<file path="src/rtl/radix4_multiplier.sv">
// Sequential radix-4 integer multiplier for the RV32M execute unit.
// Retires two multiplier bits per cycle and returns the full 2*NUM_BITS-bit
// product. Operands are reduced to magnitudes at start, multiplied unsigned,
// and the sign is restored on the final iteration. Shares the start/finished
// handshake with the radix-4 divider.
module radix4_multiplier #(
    parameter int NUM_BITS = 32
) (
    input  logic                      CLK,
    input  logic                      RST,
    input  logic                      start,
    input  logic                      a_signed,
    input  logic                      b_signed,
    input  logic [NUM_BITS-1:0]       multiplicand,
    input  logic [NUM_BITS-1:0]       multiplier,
    output logic [2*NUM_BITS-1:0]     product,
    output logic                      finished
);

    localparam int ACC_W = NUM_BITS + 2;
    localparam int PROD_W = 2 * NUM_BITS;
    localparam int CNT_W = $clog2(NUM_BITS / 2 + 1);
    localparam logic [CNT_W-1:0] ITERS = CNT_W'(NUM_BITS / 2);
    localparam logic [CNT_W-1:0] CNT_ZERO = {CNT_W{1'b0}};
    localparam logic [CNT_W-1:0] CNT_ONE = CNT_W'(1);
    localparam logic [PROD_W-1:0] PROD_ONE = PROD_W'(1);
    localparam logic [NUM_BITS-1:0] OP_ONE = NUM_BITS'(1);

    // Two's-complement magnitude; the most-negative value maps onto the
    // unsigned 2^(NUM_BITS-1), which is exactly what the unsigned core needs.
    function automatic logic [NUM_BITS-1:0] magnitude(
        input logic [NUM_BITS-1:0] value,
        input logic                is_neg
    );
        logic [NUM_BITS-1:0] result;
        if (is_neg) begin
            result = ~value + OP_ONE;
        end else begin
            result = value;
        end
        return result;
    endfunction

    // The low half of the running product shifts into the top of mplr_r as
    // multiplier digits are consumed, so {acc_r, mplr_r} is one shift pair.
    logic [NUM_BITS-1:0] mcand_r;
    logic [NUM_BITS-1:0] mplr_r;
    logic [ACC_W-1:0]    acc_r;
    logic                negate_r;
    logic [CNT_W-1:0]    count_r;
    logic [PROD_W-1:0]   product_r;
    logic                finished_r;

    logic                a_neg_s;
    logic                b_neg_s;
    logic [ACC_W-1:0]    m1_s;
    logic [ACC_W-1:0]    m2_s;
    logic [ACC_W-1:0]    m3_s;
    logic [ACC_W-1:0]    addend_s;
    logic [ACC_W-1:0]    hi_sum_s;
    logic [ACC_W-1:0]    acc_next_s;
    logic [NUM_BITS-1:0] mplr_next_s;
    logic [PROD_W-1:0]   sum_s;
    logic [PROD_W-1:0]   result_s;

    assign a_neg_s = a_signed & multiplicand[NUM_BITS-1];
    assign b_neg_s = b_signed & multiplier[NUM_BITS-1];

    // Form the multiples of M and pick the addend for the current digit.
    always_comb begin
        m1_s = {2'b00, mcand_r};
        m2_s = {1'b0, mcand_r, 1'b0};
        m3_s = m2_s + m1_s;
        addend_s = {ACC_W{1'b0}};
        case (mplr_r[1:0])
            2'b00:   addend_s = {ACC_W{1'b0}};
            2'b01:   addend_s = m1_s;
            2'b10:   addend_s = m2_s;
            2'b11:   addend_s = m3_s;
            default: addend_s = {ACC_W{1'b0}};
        endcase
    end

    // Accumulate, shift the pair right by two, and form the signed result.
    always_comb begin
        hi_sum_s    = acc_r + addend_s;
        acc_next_s  = {2'b00, hi_sum_s[ACC_W-1:2]};
        mplr_next_s = {hi_sum_s[1:0], mplr_r[NUM_BITS-1:2]};
        sum_s       = {hi_sum_s, mplr_r[NUM_BITS-1:2]};
        if (negate_r) begin
            result_s = ~sum_s + PROD_ONE;
        end else begin
            result_s = sum_s;
        end
    end

    // Operand load, iteration and completion; reset wins over start, start
    // wins over iteration (including the cycle finished would have risen).
    always_ff @(posedge CLK) begin
        if (RST) begin
            mcand_r    <= {NUM_BITS{1'b0}};
            mplr_r     <= {NUM_BITS{1'b0}};
            acc_r      <= {ACC_W{1'b0}};
            negate_r   <= 1'b0;
            count_r    <= CNT_ZERO;
            product_r  <= {PROD_W{1'b0}};
            finished_r <= 1'b0;
        end else if (start) begin
            mcand_r    <= magnitude(multiplicand, a_neg_s);
            mplr_r     <= magnitude(multiplier, b_neg_s);
            acc_r      <= {ACC_W{1'b0}};
            negate_r   <= a_neg_s ^ b_neg_s;
            count_r    <= ITERS;
            product_r  <= {PROD_W{1'b0}};
            finished_r <= 1'b0;
        end else if (count_r != CNT_ZERO) begin
            acc_r   <= acc_next_s;
            mplr_r  <= mplr_next_s;
            count_r <= count_r - CNT_ONE;
            if (count_r == CNT_ONE) begin
                product_r  <= result_s;
                finished_r <= 1'b1;
            end else begin
                product_r  <= product_r;
                finished_r <= finished_r;
            end
        end else begin
            count_r    <= count_r;
            product_r  <= product_r;
            finished_r <= finished_r;
        end
    end

    assign product  = product_r;
    assign finished = finished_r;

endmodule
</file>
<file path="config.mk">
export PLATFORM = sky130hd
export DESIGN_NAME = radix4_multiplier
export DESIGN_NICKNAME = d
export VERILOG_FILES = /design/src/rtl/radix4_multiplier.sv
export SDC_FILE = /design/constraint.sdc
export NUM_CORES = 1
export LEC_CHECK = 0
export CORE_ASPECT_RATIO = 1.5
export CORE_MARGIN = 2
export CORE_UTILIZATION = 45
export CTS_BUF_LIST = sky130_fd_sc_hd__clkbuf_8 sky130_fd_sc_hd__clkbuf_16
export DETAILED_ROUTE_END_ITERATION = 7
export PLACE_DENSITY_LB_ADDON = 0.3
export SLEW_MARGIN = 5
export SYNTH_ARGS = -nofsm -noshare
export SYNTH_HDL_FRONTEND = slang
export SYNTH_SLANG_ARGS = --single-unit
</file>
<file path="constraint.sdc">
create_clock -name CLK -period 6.1 [get_ports CLK]
set_input_delay 0.915 -clock CLK [delete_from_list [all_inputs] [get_ports CLK]]
set_output_delay 0.915 -clock CLK [all_outputs]
set_load 0.01 [all_outputs]
</file>
# After elaboration in Yosys (flattened, before gate mapping)

Index checks and enable logic that the tools add are counted.

Register bits: 167
Word-level logic and storage cells: 37

Add/subtract/negate cells: 6
Eq/ne operators: 4
Multiplexer cells: 8
Bitwise logic cells: 6
Reductions and logical operators: 5

Operators by type and width:

| operator              | count |
|---|---|
| $pmux 34 s4           | 1 |
| $mux 32               | 4 |
| $add 32x1->32 const B | 2 |
| $add 64x1->64 const B | 1 |
| $mux 64               | 1 |
| $not 32->32           | 2 |
| $not 64->64           | 1 |
| $add 32x34->34        | 1 |
| $add 33x32->34        | 1 |
| $mux 5                | 2 |
| $eq 5x1->1 const B    | 1 |
| $reduce_bool 5->1     | 1 |
| $sub 5x1->5 const B   | 1 |
| $eq 2x2->1 const B    | 2 |
| $and 1x1->1           | 2 |
| $eq 2x1->1 const B    | 1 |
| $logic_not 2->1       | 1 |
| $reduce_and 2->1      | 1 |
| $reduce_bool 2->1     | 1 |
| $reduce_or 2->1       | 1 |
| $xor 1x1->1           | 1 |

# Longest topological paths before layout

Gate-level depths: netlist of run 1.

Depth after elaboration: 6
Mapped depth: 28

# Least setup slack after synthesis of run 1

Ideal clock, no wire load.

Path type: register -> register
Start point: reg mcand_r[1]
End point: reg product_r[62] (netlist: product[62])
Setup time: 0.086 ns
Arrival time: 5.695 ns
Data required time: 6.014 ns
Path slack: 0.320 ns
Stages on the path, launching flop included: 27
Buffers on the path: 1
Clock period less this slack: 5.780 ns
Cells stage by stage: dfxtp_1 -> ha_1 -> inv_1 -> fa_1 -> nor2b_1 -> o21ai_0 -> a21oi_1 -> o21bai_1 -> a211o_1 -> and3_1 -> a21oi_1 -> xor2_1 -> mux2_2 -> a22o_1 -> ha_1 -> clkbuf_1 -> nand2_1 -> o21bai_1 -> nor3_1 -> and3_1 -> o211ai_1 -> o2111ai_1 -> a211oi_1 -> or4bb_2 -> o31ai_1 -> xor2_1 -> a211oi_1

Word-level cells in the longest chain between the ends: 6

Ends and longest elaborated chain:

| item                   | RTL line | RTL |
|---|---|---|
| from (decl)            | 46       | `logic [NUM_BITS-1:0] mcand_r;` |
| from (signal assigned) | 101      | `mcand_r <= {NUM_BITS{1'b0}};` |
| from (signal assigned) | 109      | `mcand_r <= magnitude(multiplicand, a_neg_s);` |
| $add 33x32->34         | 73       | `m3_s = m2_s + m1_s;` |
| $pmux 34 s4 (*)        | 75       | `case (mplr_r[1:0])` |
| $add 32x34->34 (*)     | 86       | `hi_sum_s = acc_r + addend_s;` |
| $not 64->64            | 91       | `result_s = ~sum_s + PROD_ONE;` |
| $add 64x1->64          | 91       |  |
| $mux 64 (*)            | 90       | `if (negate_r) begin` |
| to (signal assigned)   | 106      | `product_r <= {PROD_W{1'b0}};` |
| to (signal assigned)   | 114      | `product_r <= {PROD_W{1'b0}};` |
| to (signal assigned)   | 121      | `product_r <= result_s;` |
| to (decl)              | 51       | `logic [PROD_W-1:0] product_r;` |

Mark *: on every way between the ends. The rest lies on a longest branch, timed or not.
A chain may end at the register's enable or synchronous reset.

# Worst setup path in the final report of run 1

Start point: reg mcand_r[0]
End point: reg product_r[63] (netlist: product[63])

Same word-level chain as after synthesis.

==> metrics, run 1 <==
status finished clean; first-pass GRT wire length 60.4 mm; total track usage 0.249; Setup crit end kind flip-flop; hpwl dp 28.0 mm; Mapped Area 12700 um2; maxcap violations 0; largest family of logic cells by synthesized area compound AO/OA/AOI/OAI gates; final net count 1948; Clock Latency Late Sink 0.45 ns; DR WL/cell 17.2 um; Post-DRT Antenna Nets 0; EDFF count, synth 0; mux cell area share after synthesis 0.0220; Antenna Cells 0; worst relative slew slack 0.211; Vias/cell 5.83; adder-cell share of the synthesized area 0.0731; Yosys cell types 74; Synth Area in XOR/XNOR 0.116; die extent in x 141 um; Core Area 27900 um2; Min-Delay Path Class flip-flop to flip-flop; CTS tree yes; peak supply drop 0.000202 V; total CTS buffers 17; I/O Pins 134; die area 29600 um2; I/O Buffers 133; Ys Warns 0; Final WS setup 0.340 ns; Post-Route WL 37.2 mm; Hold Buf Count CTS 0; H-Tree Depth 4; layout cells sized above 1 0.0781; Main synth FF type dfxtp_1; Data required, critical path 6.43 ns; dpl ws 0.0486 ns; post-synthesis compound-gate area fraction 0.273; largest net degree at the start of global routing 94; Chip Height 210 um; Post-Synth Simple-Gate Area 0.215; Cell Rows 75; Clock Root Buffer clkbuf_16; Slew @ Worst Pin 1.18 ns; vias in the first global route 12123; net count after synthesis 1844; Sink Count 167; Overall Power 3.33 mW; Startpoint Class flip-flop; clock transition at the registers of the reported paths 0.07 ns; area grow syn2layout 19.3%; synthesized instance count 1702; Clock Tree Buf Depth 2; Fin. Hold Viols 0; last weighted congestion value of the routability-driven placer 0.930; grt total ovfl 0; violation count after the first detailed-route iteration 682; post-synthesis sequential area ratio 0.263; largest area contributor in the synthesized netlist dfxtp_1; vias after detailed routing 12616; DR DRC count 0; pwr dens 220 nW/um2; most common cell in the netlist nand2_1; P_leak 5.84 nW; fmax 0.174 GHz; crit path DAT 6.09 ns; critical path class flip-flop to flip-flop; starting density of the core 0.456; initial antenna violation count 0; drt pass-1 iters 5; synthesized flop and latch total 167; mean post-synth cell area 7.47 um2; Period minus WS final 5.76 ns; Final setup viols 0; Synth top cells by count nand2_1, nor2_1, a21oi_1; Area contributors post-synth dfxtp_1, a21oi_1, xor2_1; Slew Viols, Final 0; crit path max fanout 4; Post-synth ARST share 0; Layout Skew 0.0127 ns; Tcrit/Tclk final 0.944; post-synth top area share 0.263; Setup TNS Final 0 ns
-- final timing paths --
check | start | end | slack [ns] | cells after the start
worst max-delay path | mcand_r[0] | product[63] | 0.34 | 24
worst max register to register | mcand_r[0] | product[63] | 0.34 | 24
worst min register to register | acc_r[29] | acc_r[29] | 0.46 | 2
worst min-delay path | acc_r[29] | acc_r[29] | 0.46 | 2
-- per-stage QoR --
step / std cells / hold slack, ns / utilization / cell area [um2]
2_1_floorplan: 1702 / 0.436 / - / 12700
3_3_place_gp: 2132 / 0.444 / 0.519 / 14500
3_5_place_dp: 2132 / 0.450 / 0.519 / 14500
4_1_cts: 2164 / 0.464 / 0.540 / 15000
5_1_grt: 2165 / 0.477 / 0.544 / 15200
6_report: 2165 / 0.460 / 0.544 / 15200
-- critical path, cell delays in order (launching register included) --
cell and delay, ns:
dfxtp_1 0.38, ha_2 0.22, inv_1 0.06, fa_1 0.40, nor2b_1 0.12, o21ai_1 0.09
a21oi_2 0.22, o21bai_1 0.14, a211o_1 0.37, and3_1 0.21, a21oi_1 0.17, xor2_1 0.08
mux2_2 0.26, a22o_1 0.18, ha_1 0.33, a21o_1 0.20, o21bai_2 0.21, or3_1 0.35
o211ai_1 0.12, o2111ai_1 0.18, a211oi_1 0.25, or4bb_4 0.53, o41ai_4 0.31, xnor2_1 0.16
a21oi_1 0.09
-- where the power goes --
group	switching (mW)	total (mW)	internal [mW]
sequential	0.0810	1.23	1.15
clock	0.506	1.08	0.570
combinational	0.615	1.02	0.406
-- cell families after synthesis --
logic type	Yosys count
simple gates	601
xor+xnor	168
buf+inv	129
compound gates	538
flops	167
fa+ha+maj	73
mux	26
-- registers in the layout (all words and copies together), names as in the netlist --
name / count
mcand_r: 32
count_r: 5
acc_r: 32
product: 64
negate_r: 1
mplr_r: 32
finished: 1
-- per-layer routing --
layer  vias up  track usage  routed length (um)
met5         -            0                   0
met2       275        0.452               19400
met1      5925        0.302               15800
li1       6359            -                   -
met3        57       0.0297                1170
met4         0       0.0848                 862
-- layout make-up --
cell class	count	area [um2]
clock buffer	17	425
clock inverter	15	141
fill	2691	12700
inverter	34	128
multi-input combinational	1406	9000
sequential	167	3350
tap	346	433
timing repair buffer	180	1680
-- timing repair --
action	CTS	global route
gates resized for setup	0	31
setup buffers	0	1
endpoints found under the setup margin	0	11
-- cells in the final DEF (no fill, tap or decap), drive strengths merged, types with 9 or more instances in the layout --
cell type,netlist,final
mux2i,11,11
nand2b,10,10
a211oi,97,97
o41ai,16,16
xnor2,65,65
a21o,24,24
mux2,15,15
clkbuf,88,17
o21ai,86,86
buf,7,49
inv,33,40
clkdlybuf4s50,0,131
ha,71,71
xor2,103,103
or4,14,14
a31oi,15,15
nand4,9,9
o31ai,29,29
nor4,17,17
nand3,27,27
nor3,29,29
nand2,221,221
a21oi,186,186
a22o,20,20
or3,22,22
nor2,204,204
nor2b,10,10
dfxtp,167,167
(Power assumes the default switching activity.)
==> run 2, diff against run 1 <==
--- a/config.mk
+++ b/config.mk
@@ -10,6 +10,7 @@
 export CORE_UTILIZATION = 45
 export CTS_BUF_LIST = sky130_fd_sc_hd__clkbuf_8 sky130_fd_sc_hd__clkbuf_16
 export DETAILED_ROUTE_END_ITERATION = 7
+export HOLD_SLACK_MARGIN = 0.1
 export PLACE_DENSITY_LB_ADDON = 0.3
 export SLEW_MARGIN = 5
 export SYNTH_ARGS = -nofsm -noshare
==> results of run 2 <==
The final DEF is identical to that of run 1; final timing and power are the same.
